File: config.mk
export PLATFORM = sky130hd
export DESIGN_NAME = pr_bridge_timer
export DESIGN_NICKNAME = d
export VERILOG_FILES = /design/src/rtl/pr_bridge_timer.sv
export SDC_FILE = /design/constraint.sdc
export NUM_CORES = 1
export LEC_CHECK = 0
export ABC_AREA = 1
export CAP_MARGIN = 30
export CORE_MARGIN = 2
export CORE_UTILIZATION = 43
export DETAILED_ROUTE_END_ITERATION = 12
export PLACE_DENSITY = 0.76
export SYNTH_ARGS = -nofsm -noshare
export SYNTH_HDL_FRONTEND = slang
export SYNTH_SLANG_ARGS = --single-unit
File: constraint.sdc
create_clock -name clk -period 2.2 [get_ports clk]
set_input_delay 0.33 -clock clk [delete_from_list [all_inputs] [get_ports clk]]
set_output_delay 0.33 -clock clk [all_outputs]
set_load 0.03 [all_outputs]
File: src/rtl/pr_bridge_timer.sv
// ---------------------------------------------------------------------------
// pr_bridge_timer
//
// Processor-bus bridge for the CPU core. It decodes word addresses into two
// countdown timers (TC0, TC1), returns read data combinationally, and merges
// the timer interrupts with synchronised external interrupt levels into the
// HWInt vector used by the core's exception unit.
//
// Register window per timer (byte offsets from its base):
//   +0x0 CTRL   {28'b0, IM, Mode[1:0], En}   read/write
//   +0x4 PRESET reload value                 read/write
//   +0x8 COUNT  current count                read-only
//   +0xC and every other address read 0, writes are dropped.
//
// Bus protocol: there is no handshake. A read is combinational from PrAddr
// in the same cycle; a write commits at the rising edge where PrWE is high.
//
// Ports
//   clk      in   1   system clock, rising edge
//   reset    in   1   asynchronous, active-low reset
//   PrAddr   in   30  word address [31:2]
//   PrWE     in   1   write strobe
//   PrWD     in   32  write data
//   PrRD     out  32  combinational read data
//   ext_irq  in   4   asynchronous external interrupt levels
//   HWInt    out  6   [10]=TC0 irq, [11]=TC1 irq, [15:12]=synchronised ext_irq
// ---------------------------------------------------------------------------
module pr_bridge_timer #(
    parameter logic [31:0] TC0_BASE    = 32'h0000_7F00,
    parameter logic [31:0] TC1_BASE    = 32'h0000_7F10,
    parameter int          SYNC_STAGES = 2
) (
    input  logic         clk,
    input  logic         reset,
    input  logic [31:2]  PrAddr,
    input  logic         PrWE,
    input  logic [31:0]  PrWD,
    output logic [31:0]  PrRD,
    input  logic [3:0]   ext_irq,
    output logic [15:10] HWInt
);

    typedef enum logic [1:0] {
        S_IDLE = 2'd0,
        S_LOAD = 2'd1,
        S_CNT  = 2'd2,
        S_INT  = 2'd3
    } tstate_e;

    logic [1:0][29:0] base_w;
    assign base_w[0] = TC0_BASE[31:2];
    assign base_w[1] = TC1_BASE[31:2];

    // Per-timer state.
    logic [1:0][3:0]  ctrl_q,   ctrl_d;
    logic [1:0][31:0] preset_q, preset_d;
    logic [1:0][31:0] count_q,  count_d;
    tstate_e [1:0]    state_q,  state_d;
    logic [1:0]       flag_q,   flag_d;

    logic [3:0] sync_q [SYNC_STAGES];

    // Address decode.
    logic [1:0] hit_ctrl, hit_preset, hit_count;

    always_comb begin
        hit_ctrl   = '0;
        hit_preset = '0;
        hit_count  = '0;
        for (int i = 0; i < 2; i++) begin
            hit_ctrl[i]   = (PrAddr == base_w[i]);
            hit_preset[i] = (PrAddr == base_w[i] + 30'd1);
            hit_count[i]  = (PrAddr == base_w[i] + 30'd2);
        end
    end

    // Read mux.
    always_comb begin
        PrRD = '0;
        for (int i = 0; i < 2; i++) begin
            if (hit_ctrl[i])   PrRD = {28'b0, ctrl_q[i]};
            if (hit_preset[i]) PrRD = preset_q[i];
            if (hit_count[i])  PrRD = count_q[i];
        end
    end

    // Timer next-state and register update logic.
    always_comb begin
        ctrl_d   = ctrl_q;
        preset_d = preset_q;
        count_d  = count_q;
        state_d  = state_q;
        flag_d   = flag_q;
        for (int i = 0; i < 2; i++) begin
            unique case (state_q[i])
                S_IDLE: begin
                    if (ctrl_q[i][0]) state_d[i] = S_LOAD;
                end
                S_LOAD: begin
                    count_d[i] = preset_q[i];
                    state_d[i] = S_CNT;
                end
                S_CNT: begin
                    if (!ctrl_q[i][0]) begin
                        state_d[i] = S_IDLE;
                    end else if (count_q[i] > 32'd1) begin
                        count_d[i] = count_q[i] - 32'd1;
                    end else begin
                        // Reaching 1 lands on 0 and expires in the same step;
                        // a count already at 0 expires without wrapping.
                        count_d[i] = '0;
                        state_d[i] = S_INT;
                    end
                end
                S_INT: begin
                    flag_d[i] = 1'b1;
                    if (ctrl_q[i][2:1] == 2'b01) begin
                        state_d[i] = S_LOAD;
                    end else begin
                        ctrl_d[i][0] = 1'b0;
                        state_d[i]   = S_IDLE;
                    end
                end
                default: state_d[i] = S_IDLE;
            endcase

            // Auto-reload flags are a single-cycle pulse; one-shot flags stick.
            if (state_q[i] != S_INT && ctrl_q[i][2:1] == 2'b01) flag_d[i] = 1'b0;

            if (PrWE && hit_preset[i]) preset_d[i] = PrWD;

            // A CPU CTRL write overrides the FSM's En clear and any flag set.
            if (PrWE && hit_ctrl[i]) begin
                ctrl_d[i] = PrWD[3:0];
                flag_d[i] = 1'b0;
            end
        end
    end

    always_ff @(posedge clk or negedge reset) begin
        if (!reset) begin
            ctrl_q   <= '0;
            preset_q <= '0;
            count_q  <= '0;
            state_q  <= {S_IDLE, S_IDLE};
            flag_q   <= '0;
        end else begin
            ctrl_q   <= ctrl_d;
            preset_q <= preset_d;
            count_q  <= count_d;
            state_q  <= state_d;
            flag_q   <= flag_d;
        end
    end

    // External interrupt synchroniser: level passthrough, no latching.
    always_ff @(posedge clk or negedge reset) begin
        if (!reset) begin
            for (int s = 0; s < SYNC_STAGES; s++) sync_q[s] <= '0;
        end else begin
            sync_q[0] <= ext_irq;
            for (int s = 1; s < SYNC_STAGES; s++) sync_q[s] <= sync_q[s-1];
        end
    end

    assign HWInt = {sync_q[SYNC_STAGES-1],
                    flag_q[1] & ctrl_q[1][3],
                    flag_q[0] & ctrl_q[0][3]};

endmodule

==> impl_results.md, run 1 <==
- GRT overflow: 0
- Synthesized area per cell: 6.81 um2
- CTS buffer count: 17
- CTS tree: built
- Critical Path RT: 1.87 ns
- Clk sinks: 150
- Clock Skew: 0.0103 ns
- I/O pin count: 107
- Initial antenna violation count: 0
- Filler Cells Inserted: 1871
- Most common cell after layout, fill and taps aside: nand2_1
- Placed cells: 1760
- CP most frequent cell: buf_6
- Mapped cell area: 9360 um2
- Largest net degree at the start of global routing: 60
- Met1 usage: 37.7%
- Peak VDD IR: 0.436 mV
- DRC: 0
- Final Setup Violations: 30
- Clock transition at path regs: 0.07 ns
- DRT iter0 DRCs: 905
- CP cell instances: buf_6, or2_4, nor2_8, nand3_4, buf_6, nor2_4, buf_8, buf_12, nand3_2, o21ai_2, nor2_1, a21oi_2, buf_6
- Most frequent cells in the layout: nand2_1, nor2_1, dfrtp_1
- Wirelength, routed: 31.8 mm
- Run status: finished, violations left
- Hold Violations, Final: 0
- Period minus WS final: 2.41 ns
- Syn Nets: 1447
- Critical Path Fanout Max: 6
- RSZ-0062 raised after global routing: true
- Core Footprint: 21200 um2
- Num rows: 53
- HP Class: input pin to register
- Post-route setup slack: -0.214 ns
- Die Ht: 152 um
- Mapped Cells: 1374
- Startpoint types: input pin
- Final HPWL DP: 22.0 mm
- Worst r2r src: count_q[32]
- Nets: 1605
- DR WL/cell: 17.4 um
- Antenna Cells: 0
- GRT Overall Usage: 27.6%
- Max Clock Freq: 414 MHz
- Slowest stage delay, CP: 0.26 ns
- Die width: 152 um
- Setup TNS Final: -3.32 ns
- Worst setup path category: input pin to primary output
- Area of the multi-input gates: 5310 um2
- H-Tree Depth: 4
- Buffers on Ports: 106
- Layout cell share with drive strength beyond 1: 20.6%
- Gp weighted congestion: 0.985
- PwrDens: 471 nW/um2
- Leak: 6.37 nW
- Skew-Pair Late Insertion Delay: 0.44 ns
- Remaining antenna violation count: 0
- Clk buf depth: 2
- Final period utilization: 110%
- Register Area: 3750 um2
- Hold slack: 0.322 ns
- Worst Setup SP: PrAddr[18]
- Die area: 23000 um2
- Final Max Slew Viols: 0
- Routing usage on met2: 44.1%
- Synth Register Bits: 150
- Global-route wire length before repair: 48.4 mm
- Max Cap Viol: 0
- Initial core utilization: 44.1%
- CP arrival: 2.08 ns
- Seq/Total Area, Yosys: 40.1%
- Pre-Repair DR Iteration Count: 5
- Vias in the first global route: 9341
- CP Capture Type: primary output
- HP Start: ext_irq[0]
- Busiest layer in global routing: met2
- Via density: 5.47
- Area Overhead vs Synth: 33.9%
- Via count: 9953
- Fin cells: 1820
- Yosys warns: 0
- Root Buffer: clkbuf_16
- Failing checks: setup timing
- Yosys cell types: 36
- Slew headroom: 54.5%
- Critical-path top delay cell: or2_4
- Met3 GRT Util: 5.63%
- Worst-margin pin slew: 0.681 ns
[cell families after synthesis]
| family | after synthesis | share of synthesized area, % |
|---|---|---|
| AO/OA/AOI/OAI | 241 | 13.8 |
| XOR/XNOR | 47 | 4.40 |
| adder cells (fa/ha/maj) | 4 | 0.535 |
| buffers and inverters | 209 | 9.21 |
| flip-flops | 150 | 40.1 |
| AND/OR/NAND/NOR | 723 | 32.0 |
[flip-flops by register name (all words and copies together) (netlist names)]
register and count:
flag_q 2, sync_q 4, HWInt 4, preset_q 64, count_q 64, ctrl_q 8
state_q 4
[metal layers]
metal | part of all wire (%) | routed length [um]
met1 | 41 | 13100
met2 | 46 | 14800
met3 | 9.0 | 2850
met4 | 3.2 | 1030
met5 | 0 | 0
[critical path, delay by kind of cell]
family | cells | cell delay, ns
AO/OA/AOI/OAI | 2 | 0.26
buffers and inverters | 5 | 0.68
AND/OR/NAND/NOR | 6 | 0.81
[Yosys cell counts (all sizes together)]
master    n  area [um2]
a21o      1        7.51
o22ai    10        62.6
nand4    23         174
o211ai    2        15.0
ha        4        50.1
nand3b    1        7.51
clkinv    3        12.5
nor3      4        20.0
dfrtp   150        3750
nor2    200         797
or2       1        8.76
nand2   421        1600
a21oi    26         130
xor2     45         394
o22a      3        26.3
a31oi    15        93.8
clkbuf   21        78.8
inv     150         563
xnor2     2        17.5
nand3    73         390
buf      35         208
o21a      4        30.0
a41oi     6        52.6
o21ai   174         871
[final timing paths]
kind | slack (ns) | cells past startpoint | endpoint
setup / recovery | -0.21 | 13 | PrRD[26]
hold / removal | 0.32 | 1 | sync_q[4]
setup reg to reg | 0.16 | 12 | count_q[32]
hold reg to reg | 0.35 | 0 | HWInt[12]
max in group asynchronous | 1.04 | 3 | count_q[30]
min in group asynchronous | 0.42 | 2 | flag_q[1]
[through the flow]
stage / setup WS [ns] / total power [mW] / util (%) / cell area (um2)
CTS: -0.228 / 5.90 / 57.2 / 12100
global route: -0.245 / 6.08 / 59.0 / 12500
detailed placement: -0.727 / 3.11 / 52.2 / 11100
global placement: -0.694 / 3.11 / 52.2 / 11100
floorplan: -0.0165 / 2.88 / - / 9430
finish: -0.214 / 5.90 / 59.0 / 12500
[final cells by class]
type / count / area share [%]
flip-flops and latches: 150 / 30.0
repair buffers: 195 / 15.8
inverters: 153 / 4.67
clock inverters: 15 / 1.06
clock buffers: 17 / 3.40
multi-input cells: 1015 / 42.4
well taps: 275 / 2.75
[what timing repair did]
item	in CTS	in global routing
endpoints found under the hold margin	53	0
pin swaps	14	34
cloned	4	4
endpoints found under the setup margin	32	59
gates resized for setup	189	112
setup buffers	12	12
hold buffers	1	0
[power by group]
part,switching [mW],leakage [nW],total [mW],internal [mW]
Combinational,0.167,4.02,0.300,0.133
Sequential,0.00176,2.08,2.77,2.76
Clock,1.34,0.272,2.84,1.49
Note: power is estimated with default switching activity, not from simulation.
==> run 2, diff against run 1 <==
--- a/config.mk
+++ b/config.mk
@@ -10,7 +10,7 @@
 export CORE_MARGIN = 2
 export CORE_UTILIZATION = 43
 export DETAILED_ROUTE_END_ITERATION = 12
-export PLACE_DENSITY = 0.76
+export PLACE_DENSITY = 0.78
 export SYNTH_ARGS = -nofsm -noshare
 export SYNTH_HDL_FRONTEND = slang
 export SYNTH_SLANG_ARGS = --single-unit
==> constraint.sdc (replaced) <==
create_clock -name clk -period 2.05 [get_ports clk]
set_input_delay 0.3075 -clock clk [delete_from_list [all_inputs] [get_ports clk]]
set_output_delay 0.3075 -clock clk [all_outputs]
set_load 0.03 [all_outputs]
==> run 2 against run 1 <==
  * The run still ends with setup timing left
  * Global-route usage grew 0.40 points
  * Count of clock-buffer cells in the layout grew 1
  * Wire length rose by 5.5%
  * Critical path depth fell by 1
  * Worst hold slack got worse by 0.023 ns
  * Register-to-register slack worse by 0.07 ns
  * Core utilization is 0.39 points higher
  * Total power rose by 9.6%
  * Sequential cell count is the same
  * Die area did not move
  * Critical endpoint is now PrRD[9]
  * Largest cell class unchanged
  * Largest power group unchanged
  * Highest routed layer unchanged
==> impl_results.md, run 2 (same netlist as run 1, synthesis figures left out) <==
- Worst reg2reg path depth: 13 (+1)
- Nets: 1609 (+0.25%)
- Max Clock Freq: 438 MHz
- Critical-path top delay cell: or2_4
- GRT overflow: 0 (unchanged)
- CP Capture Type: primary output
- Sequential power share: 45.9% (-1.0 points)
- Initial core utilization: 44.1% (unchanged)
- Clock Skew: 0.00973 ns (-0.000541 ns)
- DRT iter0 DRCs: 1040 (+15%)
- Startpoint types: input pin
- Worst r2r src: count_q[0]
- Wirelength, routed: 33.5 mm (+5.5%)
- Gp weighted congestion: 0.944 (-4.2%)
- Die Ht: 152 um (unchanged)
- Clock transition at path regs: 0.07 ns (about the same)
- Worst-margin pin slew: 0.673 ns (-0.00810 ns)
- Area of the multi-input gates: 5300 um2 (-0.14%)
- Placed cell area: 11200 um2 (+0.70%)
- Switching share of power: 25.1% (-0.56 points)
- Critical Path RT: 1.74 ns (-0.13 ns)
- Cell Int Power: 4.85 mW (+10%)
- Slew headroom: 55.1% (+0.54 points)
- Area Overhead vs Synth: 34.7%
- P_sw: 1.62 mW (+7.1%)
- DRC: 0 (unchanged)
- Root Buffer: clkbuf_16
- Global-route wire length before repair: 49.3 mm (+1.9%)
- Filler Cells Inserted: 1856 (-0.80%)
- Via count: 10200 (+2.2%)
- Leak: 6.39 nW (+0.30%)
- Register-to-register setup slack: 0.09 ns (-0.07 ns)
- Clk sinks: 150 (unchanged)
- CTS tree: built
- Initial antenna violation count: 0 (unchanged)
- Slowest stage delay, CP: 0.26 ns (about the same)
- Most common cell after layout, fill and taps aside: nand2_1
- Pre-Repair DR Iteration Count: 6 (+1)
- GRT Overall Usage: 28.0% (+0.40 points)
- PwrDens: 513 nW/um2 (+8.8%)
- H-Tree Depth: 4 (unchanged)
- Top Registers: count_q x64, preset_q x64, ctrl_q x8
- Num rows: 53 (unchanged)
- Clock Power Share: 49.1% (+1.1 points)
- CP cell instances: buf_6, or2_4, nor2_8, nand3_4, nor2_4, buf_12, buf_12, nand3_2, o21ai_1, nor2_1, a21oi_2, buf_6
- CTS buffer count: 17 (unchanged)
- Hold Path Depth: 1 (unchanged)
- Final Max Slew Viols: 0 (unchanged)
- Die width: 152 um (unchanged)
- Peak VDD IR: 0.516 mV (+18%)
- Skew-Pair Late Insertion Delay: 0.44 ns (about the same)
- Vias in the first global route: 9386 (+0.48%)
- Place WS: -0.533 ns (+0.194 ns)
- HP Class: input pin to register
- Clk buf depth: 2 (unchanged)
- Register Area: 3750 um2 (unchanged)
- Critical Path Fanout Max: 8 (+2)
- Worst setup path category: input pin to primary output
- Fin area: 12600 um2 (+0.66%)
- Most frequent cells in the layout: nand2_1, nor2_1, dfrtp_1
- Final Setup Violations: 32 (+6.7%)
- Critical R2R Capture: count_q[29]
- Antenna Cells: 0 (unchanged)
- RSZ-0062 raised after global routing: true
- I/O pin count: 107 (unchanged)
- Post-route setup slack: -0.235 ns (-0.0203 ns)
- DR WL/cell: 18.4 um (+5.3%)
- Core Footprint: 21200 um2 (unchanged)
- Max Cap Viol: 0 (unchanged)
- Run status: finished, violations left
- Final period utilization: 111%
- Via density: 5.58 (+2.0%)
- Hold Violations, Final: 0 (unchanged)
- Buffers on Ports: 106 (unchanged)
- HP Start: ext_irq[3]
- Period minus WS final: 2.28 ns
- Remaining antenna violation count: 0 (unchanged)
- Die area: 23000 um2 (unchanged)
- Setup TNS Final: -5.35 ns (-2.03 ns)
- Largest net degree at the start of global routing: 65 (+8.3%)
- Layout cell share with drive strength beyond 1: 21.4% (+0.72 points)
- Comb pwr share: 4.9% (-0.2 points)
- Endpoint, Worst Hold: sync_q[7]
- Failing checks: setup timing
- Final HPWL DP: 22.7 mm (+3.0%)
- CP arrival: 1.98 ns (-0.10 ns)
-- run 2: cell count changes in the layout (fill, tap and decap cells not counted), sizes merged --
| cell | delta |
|---|---|
| nand3 | +1 |
| clkbuf | +3 |
| clkinv | +5 |
| buf | +4 |
| bufinv | +1 |
| clkdlybuf4s15 | -2 |
| dlygate4sd2 | -1 |
| inv | -7 |
-- run 2: timing repair --
action	in CTS	in global routing
hold endpoints to repair	46	0
hold buffers	1	0
resized for setup	179	103
endpoints found under the setup margin	33	81
buffers inserted	6	10
pin swaps	28	36
gates cloned	1	7
-- run 2: area by class of cell --
class                           instances  area share (%)
Clock inverter                         14            1.12
Multi-Input combinational cell       1016            42.1
Tap cell                              275            2.73
Sequential cell                       150            29.8
Timing Repair Buffer                  198            16.1
Inverter                              153            4.71
Clock buffer                           18            3.48
-- run 2: how the worst max path moves through the flow --
stage               end        from  slack [ns]
2_1_floorplan  PrRD[17]  PrAddr[19]       -0.12
3_3_place_gp    PrRD[1]  PrAddr[15]       -0.53
3_5_place_dp    PrRD[1]  PrAddr[10]       -0.53
4_1_cts         PrRD[9]  PrAddr[19]       -0.12
5_1_grt        PrRD[13]   PrAddr[3]       -0.26
6_report        PrRD[9]  PrAddr[19]       -0.23
-- run 2: metrics by stage --
step                instances  hold WS [ns]  total power, mW  utilization [%]
floorplan                1374        0.0119             3.09                -
global placement         1767         0.307             3.34             52.6
detailed placement       1767         0.312             3.34             52.6
CTS                      1807         0.296             6.45             56.6
global route             1824         0.297             6.63             59.4
finish                   1824         0.298             6.46             59.4
-- run 2: worst max-delay path, delay by kind of cell --
family / cells / cell delay (ns)
buf+inv: 4 / 0.55
compound gates: 2 / 0.29
simple gates: 6 / 0.82
-- run 2: per-layer routing --
metal | part of all wire, % | track usage, % | routed length, um
met1 | 41 | 37.5 | 13700
met5 | 0 | 0 | 0
met4 | 3.5 | 10.5 | 1170
met3 | 9.9 | 5.24 | 3310
met2 | 46 | 45.3 | 15300
-- run 2: power by group through the flow --
stage,combinational [mW],clock (mW),sequential [mW]
3_3_place_gp,0.314,0,3.02
2_1_floorplan,0.0636,0,3.03
3_5_place_dp,0.318,0,3.03
5_1_grt,0.347,3.31,2.97
4_1_cts,0.310,3.17,2.97
6_report,0.320,3.18,2.97
